## src/rtl/uart_cmd_parser.sv

```systemverilog
// UART command frame decoder: SYNC OPC DHI DLO CHK -> cmd_opcode/cmd_data strobe.
// Optional ACK/NAK response path enabled by defining UART_CMD_ECHO_EN.
module uart_cmd_parser #(
  parameter logic [7:0]  SYNC_BYTE   = 8'hA5,
  parameter int unsigned TIMEOUT_CYC = 100000,
  parameter int unsigned TO_W        = 17,
  parameter logic [7:0]  ACK_BYTE    = 8'h06,
  parameter logic [7:0]  NAK_BYTE    = 8'h15
) (
  input  logic        clk,
  input  logic        rst,
  input  logic [7:0]  rx_data,
  input  logic        rx_valid,
  output logic [7:0]  tx_data,
  output logic        tx_valid,
  input  logic        tx_ready,
  output logic [3:0]  cmd_opcode,
  output logic [15:0] cmd_data,
  output logic        cmd_dat_update,
  output logic [7:0]  err_cnt
);

  typedef enum logic [2:0] {
    S_IDLE, S_OPC, S_DHI, S_DLO, S_CHK
`ifdef UART_CMD_ECHO_EN
    , S_RESP
`endif
  } state_t;

  state_t          state_q, state_d;
  logic [7:0]      opc_q, opc_d, dhi_q, dhi_d, dlo_q, dlo_d;
  logic [TO_W-1:0] to_q, to_d;
  logic [3:0]      cmd_opcode_q, cmd_opcode_d;
  logic [15:0]     cmd_data_q, cmd_data_d;
  logic            upd_q, upd_d;
  logic [7:0]      err_q, err_d;
  logic            err_inc;
  logic            frame_ok;
  logic            timeout;
`ifdef UART_CMD_ECHO_EN
  logic            tx_valid_q, tx_valid_d;
  logic [7:0]      tx_data_q, tx_data_d;
`endif

  assign frame_ok = (opc_q[7:4] == 4'h0) && ((opc_q ^ dhi_q ^ dlo_q) == rx_data);
  assign timeout  = (to_q == TO_W'(TIMEOUT_CYC));

  // Next-state, frame capture and error accounting; timeout beats a same-cycle byte.
  always_comb begin
    state_d      = state_q;
    opc_d        = opc_q;
    dhi_d        = dhi_q;
    dlo_d        = dlo_q;
    to_d         = to_q;
    cmd_opcode_d = cmd_opcode_q;
    cmd_data_d   = cmd_data_q;
    upd_d        = 1'b0;
    err_inc      = 1'b0;
`ifdef UART_CMD_ECHO_EN
    tx_valid_d   = tx_valid_q;
    tx_data_d    = tx_data_q;
`endif
    case (state_q)
      S_IDLE: begin
        to_d = '0;
        if (rx_valid && rx_data == SYNC_BYTE) state_d = S_OPC;
      end
      S_OPC, S_DHI, S_DLO, S_CHK: begin
        if (timeout) begin
          state_d = S_IDLE;
          to_d    = '0;
          err_inc = 1'b1;
        end else if (rx_valid) begin
          to_d = '0;
          case (state_q)
            S_OPC: begin opc_d = rx_data; state_d = S_DHI; end
            S_DHI: begin dhi_d = rx_data; state_d = S_DLO; end
            S_DLO: begin dlo_d = rx_data; state_d = S_CHK; end
            default: begin
              if (frame_ok) begin
                cmd_opcode_d = opc_q[3:0];
                cmd_data_d   = {dhi_q, dlo_q};
                upd_d        = 1'b1;
              end else begin
                err_inc = 1'b1;
              end
`ifdef UART_CMD_ECHO_EN
              tx_valid_d = 1'b1;
              tx_data_d  = frame_ok ? ACK_BYTE : NAK_BYTE;
              state_d    = S_RESP;
`else
              state_d    = S_IDLE;
`endif
            end
          endcase
        end else begin
          to_d = to_q + TO_W'(1);
        end
      end
`ifdef UART_CMD_ECHO_EN
      S_RESP: begin
        to_d = '0;
        if (rx_valid) err_inc = 1'b1;
        if (tx_ready) begin
          tx_valid_d = 1'b0;
          state_d    = S_IDLE;
        end
      end
`endif
      default: state_d = S_IDLE;
    endcase
    err_d = (err_inc && err_q != 8'hFF) ? err_q + 8'd1 : err_q;
  end

  always_ff @(posedge clk) begin
    if (rst) begin
      state_q      <= S_IDLE;
      opc_q        <= '0;
      dhi_q        <= '0;
      dlo_q        <= '0;
      to_q         <= '0;
      cmd_opcode_q <= '0;
      cmd_data_q   <= '0;
      upd_q        <= 1'b0;
      err_q        <= '0;
`ifdef UART_CMD_ECHO_EN
      tx_valid_q   <= 1'b0;
      tx_data_q    <= '0;
`endif
    end else begin
      state_q      <= state_d;
      opc_q        <= opc_d;
      dhi_q        <= dhi_d;
      dlo_q        <= dlo_d;
      to_q         <= to_d;
      cmd_opcode_q <= cmd_opcode_d;
      cmd_data_q   <= cmd_data_d;
      upd_q        <= upd_d;
      err_q        <= err_d;
`ifdef UART_CMD_ECHO_EN
      tx_valid_q   <= tx_valid_d;
      tx_data_q    <= tx_data_d;
`endif
    end
  end

  assign cmd_opcode     = cmd_opcode_q;
  assign cmd_data       = cmd_data_q;
  assign cmd_dat_update = upd_q;
  assign err_cnt        = err_q;
`ifdef UART_CMD_ECHO_EN
  assign tx_valid       = tx_valid_q;
  assign tx_data        = tx_data_q;
`else
  logic unused_tx;
  assign unused_tx = ^{tx_ready, ACK_BYTE, NAK_BYTE};
  assign tx_valid  = 1'b0;
  assign tx_data   = 8'h00;
`endif

endmodule

```

## config.mk

```make
export PLATFORM = sky130hd
export DESIGN_NAME = uart_cmd_parser
export DESIGN_NICKNAME = d
export VERILOG_FILES = /design/src/rtl/uart_cmd_parser.sv
export SDC_FILE = /design/constraint.sdc
export NUM_CORES = 1
export LEC_CHECK = 0
export CORE_ASPECT_RATIO = 2
export CORE_UTILIZATION = 55
export DETAILED_ROUTE_END_ITERATION = 10
export PLACE_DENSITY = 0.8
export SYNTH_ARGS = -nofsm -noshare
export SYNTH_HDL_FRONTEND = slang
export SYNTH_SLANG_ARGS = --single-unit
```

## constraint.sdc

```tcl
create_clock -name clk -period 4.85 [get_ports clk]
set_input_delay 0.485 -clock clk [delete_from_list [all_inputs] [get_ports clk]]
set_output_delay 0.485 -clock clk [all_outputs]
set_load 0.02 [all_outputs]
```

==> flow_results.org, run 1 <==
** Synthesis
- For this run, the number of Yosys warnings is 0.
- In this run, distinct cell masters in the synthesized netlist total 51.
- Most common cell in the netlist :: nor2_1
- By area the synthesized netlist is led by dfxtp_1, mux2i_1, nor2_1.
- Synthesized flop and latch total :: 73
- Of the post-synthesis cell area, the dominant cell type holds 41.65%.
- The synthesized design contains 0 enable-type register cells.
- Most area-hungry cell type in the Yosys netlist :: dfxtp_1
- Synthesis produced a netlist whose cell count is 381.
- Ranked by instance count, the synthesized netlist is headed by nor2_1, dfxtp_1, mux2i_1.
- Syn Area/Cell :: 9.208 µm²
- The mapped netlist covers 3508 µm².
- Summing the sequential cell areas from Yosys gives 41.65% of the chip area.
- Share of async-settable or async-resettable flops after synthesis :: 0%
- Commonest register cell after synthesis :: dfxtp_1

** Clock tree
- The clock reaches the later pin of the worst-skew pair after 330 ps.
- The clock tree synthesis step divided the H-tree into 3 levels.
- Once the clock tree was built, the resizer swapped 0 gates to a different size.
- After clock tree synthesis, the setup repair step added 0 buffers.
- Buffers inserted during clock tree synthesis total 9.
- Clock root buffer :: clkbuf_16
- TritonCTS Sinks :: 73
- After clock tree synthesis, the clock-pin slew on the worst setup and hold paths is 50 ps.
- TritonCTS built the clock tree.
- After clock tree synthesis, the flow added hold-fix buffers numbering 0.
- The clock passes through at most 2 buffers.

** Global routing
- First-pass GRT wire length :: 11910 µm
- The via count of the first global-routing pass came to 2593.
- Total overflow reported by the global router :: 0
- Antenna violations before repair :: 0
- Entering global routing, the biggest net connects 70 pins.
- Global routing usage summed across all routing layers :: 23.56%

** Critical path
- The critical path goes through clkdlybuf4s50_1 -> xnor2_1 -> xnor2_1 -> nor4_2 -> and4_1 -> buf_4 -> mux2i_1 -> nor2_1.
- Critical Path Source Type :: primary input
- Arrival time of the worst setup path :: 2790 ps
- Most used cell along the critical path :: xnor2_1
- R2r setup slk :: 2330 ps
- The worst setup path is of the primary input to register kind.
- Endpoint of the worst register-to-register path :: dlo_q[7]$_SDFFE_PP0P_
- STA classifies the critical path endpoint as a register.
- Of all nets on the critical path, the largest fanout is 20.
- The largest single stage delay on the critical path is 610 ps.
- In this run the critical register-to-register path is launched from to_q[2]$_SDFFE_PP0P_.
- Standard cell with the maximum stage delay on the critical path :: clkdlybuf4s50_1
- Critical Path RT :: 5040 ps
- Worst reg2reg path depth :: 6

** Pwr
- Share of power burned in the clock network :: 50.4%
- For this design the total switching power over the nets is 0.2606 mW.
- Total power divided by cell area :: 311.4 nW/µm²
- The internal portion of the total power is 1.035 mW.
- Net switching is 20.11% of the power.
- VDD sags by at most 0.0001825 V.
- Registers are responsible for 46.3% of the overall power.
- Leakage power of the design :: 1.601 nW
- Combinational logic is responsible for 3.3% of the overall power.

** Drt
- Antenna Nets Post-Route :: 0
- Drt drc :: 0
- Via count :: 2792
- In this run, the number of DRC markers left after iteration 0 of detailed routing was 168.
- WL final :: 7353 µm
- Total iterations of the first detailed-routing run :: 4
- Drt via density :: 5.573
- In the final routed layout, each cell accounts on average for 14.68 µm.

** Finish
- Share of layout cells above drive strength 1 :: 5.995%
- Fin util :: 68.72%
- Relative to the synthesized area, the layout overhead comes to 18.62%.
- The filler cells instantiated in the layout total 497.
- Number of antenna cells inserted :: 0
- Total number of nets in the final design :: 428

** Die
- Die footprint :: 6722 µm²
- # rows :: 40
- Floorplan die height :: 115.0 µm
- Number of primary I/O pins :: 50
- Die Wd :: 58.48 µm
- After floorplanning, the core was sized to cover 6056 µm².
- Initial Util :: 57.93%

** Timing
- Adding up every negative setup slack in the final design gives 0 ps.
- Max_slew headroom :: 26.90%
- Setup violations remaining at the end of the flow were counted as 0.
- Slew at the pin closest to its max-slew limit :: 1086 ps
- The hold violation count in the final report is 0.
- Hold timing on the final database bottoms out at a slack of 492.3 ps.
- The max-slew violation total from the final report is 0.
- Setup repair after global routing left no endpoint under its margin.
- Period utilisation layout :: 53.53%
- For this run, the top clock speed supported by timing is 0.3852 GHz.
- Maximum clock skew at final layout :: 8.714 ps
- Minimum clock period after layout :: 2596 ps

** Min path
- End point of the most critical hold path :: cmd_opcode[2]$_SDFFE_PP0P_
- In this run the worst hold path is classified as register to register.
- The worst hold path begins at cmd_opcode[2]$_SDFFE_PP0P_.
- Worst hold path depth :: 2

** Placed design
- The count of buffers added on input and output ports is 39.
- At the end of routability-driven placement, the weighted congestion stood at 0.8502.
- Once detailed placement completed, the half-perimeter wirelength came to 5117 µm.

** Outcome
- The flow ran to the end, and the final reports show no timing, DRC or antenna violations.

** Job
- Across the run, the number of max-cap violations was 0.
[area by class of cell]
cell class / instances / area [µm²] / share of cell area [%]
clock buffers: 12 / 256.5 / 6.164
clock inverters: 3 / 40.04 / 0.9621
inverters: 4 / 15.01 / 0.3608
multi-input cells: 284 / 1883 / 45.25
flip-flops and latches: 73 / 1461 / 35.12
well taps: 84 / 105.1 / 2.526
repair buffers: 41 / 400.4 / 9.621
[cell families after synthesis]
logic type	Yosys count	share of synthesized area (%)
AO/OA/AOI/OAI	28	5.243
multiplexers	50	14.44
XOR/XNOR	34	8.488
AND/OR/NAND/NOR	160	23.47
buffers and inverters	32	5.527
flip-flops	73	41.65
adder cells (fa/ha/maj)	3	1.070
other	1	0.1069
[state kept, by name, indices dropped and copies added (netlist names)]
name and count:
to_q 17, cmd_opcode 4, state_q 3, err_cnt 8
cmd_dat_update 1, opc_q 8, dhi_q 8, cmd_data 16
dlo_q 8
[worst max-delay path: cells and delay by family]
kind | cells | cell delay, ps
xor gates and xnor gates | 2 | 320
and+or+nand+nor | 3 | 780
buffers and inverters | 2 | 930
muxes | 1 | 260
[placed cells by master (no fill, tap or decap), drive strengths merged, types with 2 or more instances in the layout]
master,Yosys,final
nor2,75,75
dfxtp,73,73
mux2i,45,45
clkdlybuf4s50,0,38
xnor2,22,22
nand2,16,16
nand3,13,13
a21oi,13,13
xor2,12,12
clkbuf,12,12
nand4,9,9
conb,1,9
nor3,8,8
nor2b,5,5
mux2,5,5
nor4,5,5
inv,4,4
nor4b,4,4
nand2b,4,4
nand3b,3,3
or3,3,3
a21o,3,3
ha,3,3
buf,16,3
o21a,2,2
or4,2,2
and4,2,2
and2,2,2
a311oi,2,2
clkinv,0,2
or4b,2,2
nor3b,2,2
o21ai,2,2
[worst max path at each step]
stage | to | slack [ps] | start | cells past startpoint
2_1_floorplan | err_cnt[7]$_SDFFE_PP0P_ | 2750 | to_q[0]$_SDFFE_PP0P_ | 8
3_3_place_gp | cmd_data[2]$_SDFFE_PP0P_ | 1940 | rx_data[5] | 8
3_5_place_dp | cmd_data[0]$_SDFFE_PP0P_ | 1910 | rx_data[5] | 8
4_1_cts | cmd_data[0]$_SDFFE_PP0P_ | 2240 | rx_data[5] | 8
5_1_grt | cmd_data[0]$_SDFFE_PP0P_ | 2060 | rx_data[3] | 8
6_report | cmd_data[0]$_SDFFE_PP0P_ | 2250 | rx_data[5] | 8
[per-layer routing]
layer / part of all wire (%) / wire length, µm / vias to the layer above / global-route usage (%)
li1: - / - / 1364 / -
met1: 39 / 2853 / 1337 / 23.71
met2: 54 / 3954 / 67 / 41.99
met3: 3.1 / 226 / 24 / 4.949
met4: 4.3 / 319 / 0 / 16.03
met5: 0 / 0 / - / 0
[power by group through the flow]
| stage | clock network, mW | registers, mW | logic [mW] |
|---|---|---|---|
| finish | 0.653 | 0.600 | 0.0426 |
| global route | 0.696 | 0.600 | 0.0456 |
| CTS | 0.665 | 0.600 | 0.0422 |
| detailed placement | 0 | 0.613 | 0.0418 |
| global placement | 0 | 0.613 | 0.0415 |
| floorplan | 0 | 0.613 | 0.0307 |
[per-stage QoR]
| step | area (µm²) | power [mW] | setup WS [ps] | std cells |
|---|---|---|---|---|
| 2_1_floorplan | 3538 | 0.6437 | 2748 | 389 |
| 3_3_place_gp | 3865 | 0.6545 | 1936 | 486 |
| 3_5_place_dp | 3865 | 0.6548 | 1909 | 486 |
| 4_1_cts | 4161 | 1.307 | 2238 | 501 |
| 5_1_grt | 4161 | 1.342 | 2061 | 501 |
| 6_report | 4161 | 1.296 | 2254 | 501 |
Power figures use the tool's default switching activity.
==> run 2, diff against run 1 <==
--- a/config.mk
+++ b/config.mk
@@ -6,9 +6,9 @@
 export NUM_CORES = 1
 export LEC_CHECK = 0
 export CORE_ASPECT_RATIO = 2
-export CORE_UTILIZATION = 55
+export CORE_UTILIZATION = 54
 export DETAILED_ROUTE_END_ITERATION = 10
-export PLACE_DENSITY = 0.8
+export PLACE_DENSITY = 0.79
 export SYNTH_ARGS = -nofsm -noshare
 export SYNTH_HDL_FRONTEND = slang
 export SYNTH_SLANG_ARGS = --single-unit
==> constraint.sdc (replaced) <==
create_clock -name clk -period 2.6 [get_ports clk]
set_input_delay 0.26 -clock clk [delete_from_list [all_inputs] [get_ports clk]]
set_output_delay 0.26 -clock clk [all_outputs]
set_load 0.02 [all_outputs]
==> flow_results.org, run 2 (same netlist as run 1, synthesis figures left out) <==
** Pwr
- Total power divided by cell area :: 568.5 nW/µm² (was 311.4 nW/µm²)
- The power after layout came to 2.431 mW (was 1.296 mW).
- The cell leakage power came to 1.673 nW (was 1.601 nW).
- Maximum vdd drop :: 0.0004812 V (was 0.0001825 V)

** Critical path
- Worst setup path class :: register to register (was primary input to register)
- Critical Path RT :: 2810 ps (was 5040 ps)
- The worst reg2reg path startpoint is to_q[0]$_SDFFE_PP0P_ (was to_q[2]$_SDFFE_PP0P_).
- Arrival time of the worst setup path :: 2500 ps (was 2790 ps)
- The capturing point of the worst reg2reg path is err_cnt[5]$_SDFFE_PP0P_ (was dlo_q[7]$_SDFFE_PP0P_).
- The maximum fanout along the worst path was 4 (was 20).
- Critical Path Source Type :: register (was primary input)
- R2r setup slk :: 310 ps (was 2330 ps)
- The kind of capture point of the worst setup path was a register (unchanged).
- Worst reg2reg path depth :: 8 (was 6)

** Min path
- Worst hold path depth :: 2 (unchanged)
- The worst hold path startpoint is rst (was cmd_opcode[2]$_SDFFE_PP0P_).
- End point of the most critical hold path :: dlo_q[6]$_SDFFE_PP0P_ (was cmd_opcode[2]$_SDFFE_PP0P_)
- Worst min-delay path category :: primary input to register (was register to register)

** Drt
- The mean routed wirelength per cell was 14.31 µm (was 14.68 µm).
- The antenna violation net count after detailed routing is 0 (unchanged).
- Initial detailed-routing violation count :: 121 (was 168)
- The via-per-instance ratio came to 5.347 (was 5.573).
- Via count :: 2770 (was 2792)
- Drt drc :: 0 (unchanged)
- The final wirelength came to 7412 µm (was 7353 µm).
- The detailed-router iteration count before antenna repair came to 4 (unchanged).

** Finish
- The number of flip-flops under the largest register name was 17 (unchanged).
- The signed area change from the synthesized netlist to the final layout was 21.90% (was 18.62%).
- Filler cell count in the final layout :: 511 (was 497)
- The layout net count came to 443 (was 428).
- The area taken by flip-flops and latches was 1461 µm² (unchanged).
- Reg with most FFs :: to_q (unchanged)
- Number of antenna cells inserted :: 0 (unchanged)
- Share of layout cells above drive strength 1 :: 9.259% (was 5.995%)
- Combined area of the multi-input logic cells :: 1883 µm² (unchanged)
- Most frequent cells in the layout: nor2_1, dfxtp_1, mux2i_1, clkdlybuf4s50_1, xnor2_1 (unchanged).
- The leading cell type in the layout, fill and taps excluded was nor2_1 (unchanged).

** Global routing
- The remaining global-route overflow was 0 (unchanged).
- The total routing usage reported by global routing was 23.39% (was 23.56%).
- The initial antenna violation count is 0 (unchanged).
- The via count of the first global-routing pass came to 2725 (was 2593).
- The first-pass GRT wire length is 12100 µm (was 11910 µm).
- The maximum number of pins on one net before global-route repair is 37 (was 70).

** Timing
- Slew at the pin closest to its max-slew limit :: 812.1 ps (was 1086 ps)
- Total of endpoints with negative setup slack in the final report :: 0 (unchanged)
- After layout, the worst path uses 88.05% of the clock period.
- Derived from the worst setup path, the maximum achievable clock frequency is 0.4368 GHz.
- PnR worst setup slack :: 310.8 ps (was 2254 ps)
- Maximum clock skew at final layout :: 4.022 ps (was 8.714 ps)
- RSZ-0062 raised after global routing :: false (unchanged)
- Setup TNS :: 0 ps (unchanged)
- The hold violation count in the final report is 0 (unchanged).
- Minimum clock period after layout :: 2289 ps
- The max-slew violation total from the final report came to 0 (unchanged).
- The worst slew margin relative to its limit was 45.36% (was 26.90%).

** Die
- Die Wd :: 59.00 µm (was 58.48 µm)
- The core area came to 6310 µm² (was 6056 µm²).
- Number of primary I/O pins :: 50 (unchanged)
- # rows :: 41 (was 40)
- The overall die height is 116.0 µm (was 115.0 µm).
- The initial core utilization came to 55.60% (was 57.93%).
- The die footprint is 6843 µm² (was 6722 µm²).

** Job
- The max-cap check violation count is 0 (unchanged).

** Placed design
- The post-placement worst setup slack is 187.1 ps (was 1909 ps).
- Final Wtd Congestion :: 0.9223 (was 0.8502)
- Count of input and output buffers :: 39 (unchanged)
- HPWL reported at the end of detailed placement :: 5371 µm (was 5117 µm)

** Clock tree
- Clock slew at the register clock pins of the worst setup and hold paths :: 50 ps (about the same)
- The CTS tree is built (unchanged).
- The setup fix buffers added after clock tree synthesis is 0 (unchanged).
- The clock latency reported for the late side of the worst-skew pair is 330 ps (about the same).
- CTS resizes :: 0 (unchanged)
- The clock root buffer master is clkbuf_16 (unchanged).
- The total number of clock tree sinks came to 73 (unchanged).
- CTS Buffer Depth :: 2 (unchanged)
- The quantity of hold-fixing buffers added after cts is 0 (unchanged).
- Number of levels in the clock H-tree :: 3 (unchanged)
- The total clock buffers created by CTS was 9 (unchanged).

** Outcome
- Status :: finished clean (unchanged)
-- run 2: metal layers --
layer	global-route usage (%)	up-vias	part of all wire, %
met5	0	-	0
met4	12.54	0	2.7
met3	4.241	15	2.4
met2	43.26	53	56
met1	23.90	1318	39
li1	-	1384	-
-- run 2: area by class of cell --
class | count | area share (%)
clock buffer | 12 | 5.998
clock inverter | 3 | 0.9362
inverter | 4 | 0.3511
multi-input combinational | 284 | 44.03
sequential | 73 | 34.17
tap | 86 | 2.516
timing repair buffer | 56 | 12.00
-- run 2: stage by stage --
stage               hold WS, ps  cell area [µm²]  util (%)  instances
finish                    441.7             4277     67.78        518
floorplan                 403.9             3538         -        389
global placement          468.1             3980     63.08        503
detailed placement        483.9             3980     63.08        503
global route              452.7             4277     67.78        518
CTS                       433.6             4277     67.78        518
-- run 2: how the worst max path moves through the flow --
stage / start / to / slack (ps) / cells after the start
floorplan: to_q[0]$_SDFFE_PP0P_ / err_cnt[7]$_SDFFE_PP0P_ / 500 / 8
global placement: rx_data[1] / err_cnt[0]$_SDFFE_PP0P_ / 290 / 8
detailed placement: rx_data[3] / cmd_data[9]$_SDFFE_PP0P_ / 190 / 8
CTS: to_q[0]$_SDFFE_PP0P_ / err_cnt[5]$_SDFFE_PP0P_ / 290 / 8
global route: to_q[0]$_SDFFE_PP0P_ / err_cnt[7]$_SDFFE_PP0P_ / 70 / 8
finish: to_q[0]$_SDFFE_PP0P_ / err_cnt[5]$_SDFFE_PP0P_ / 310 / 8
-- run 2: report_power, final --
part / switching [mW] / leakage [nW] / internal, mW
registers: 0.000247 / 0.588 / 1.12
clock network: 0.437 / 0.148 / 0.786
logic: 0.0542 / 0.937 / 0.0345
total: 0.492 / 1.67 / 1.94
-- run 2: worst max-delay path: stages (launching register included) --
cell and delay [ps]:
dfxtp_1 330, inv_1 100, ha_1 200, nor4bb_1 220, nand4_1 170, nand2b_1 220, o32a_1 410, a21oi_1 180
mux2_1 330
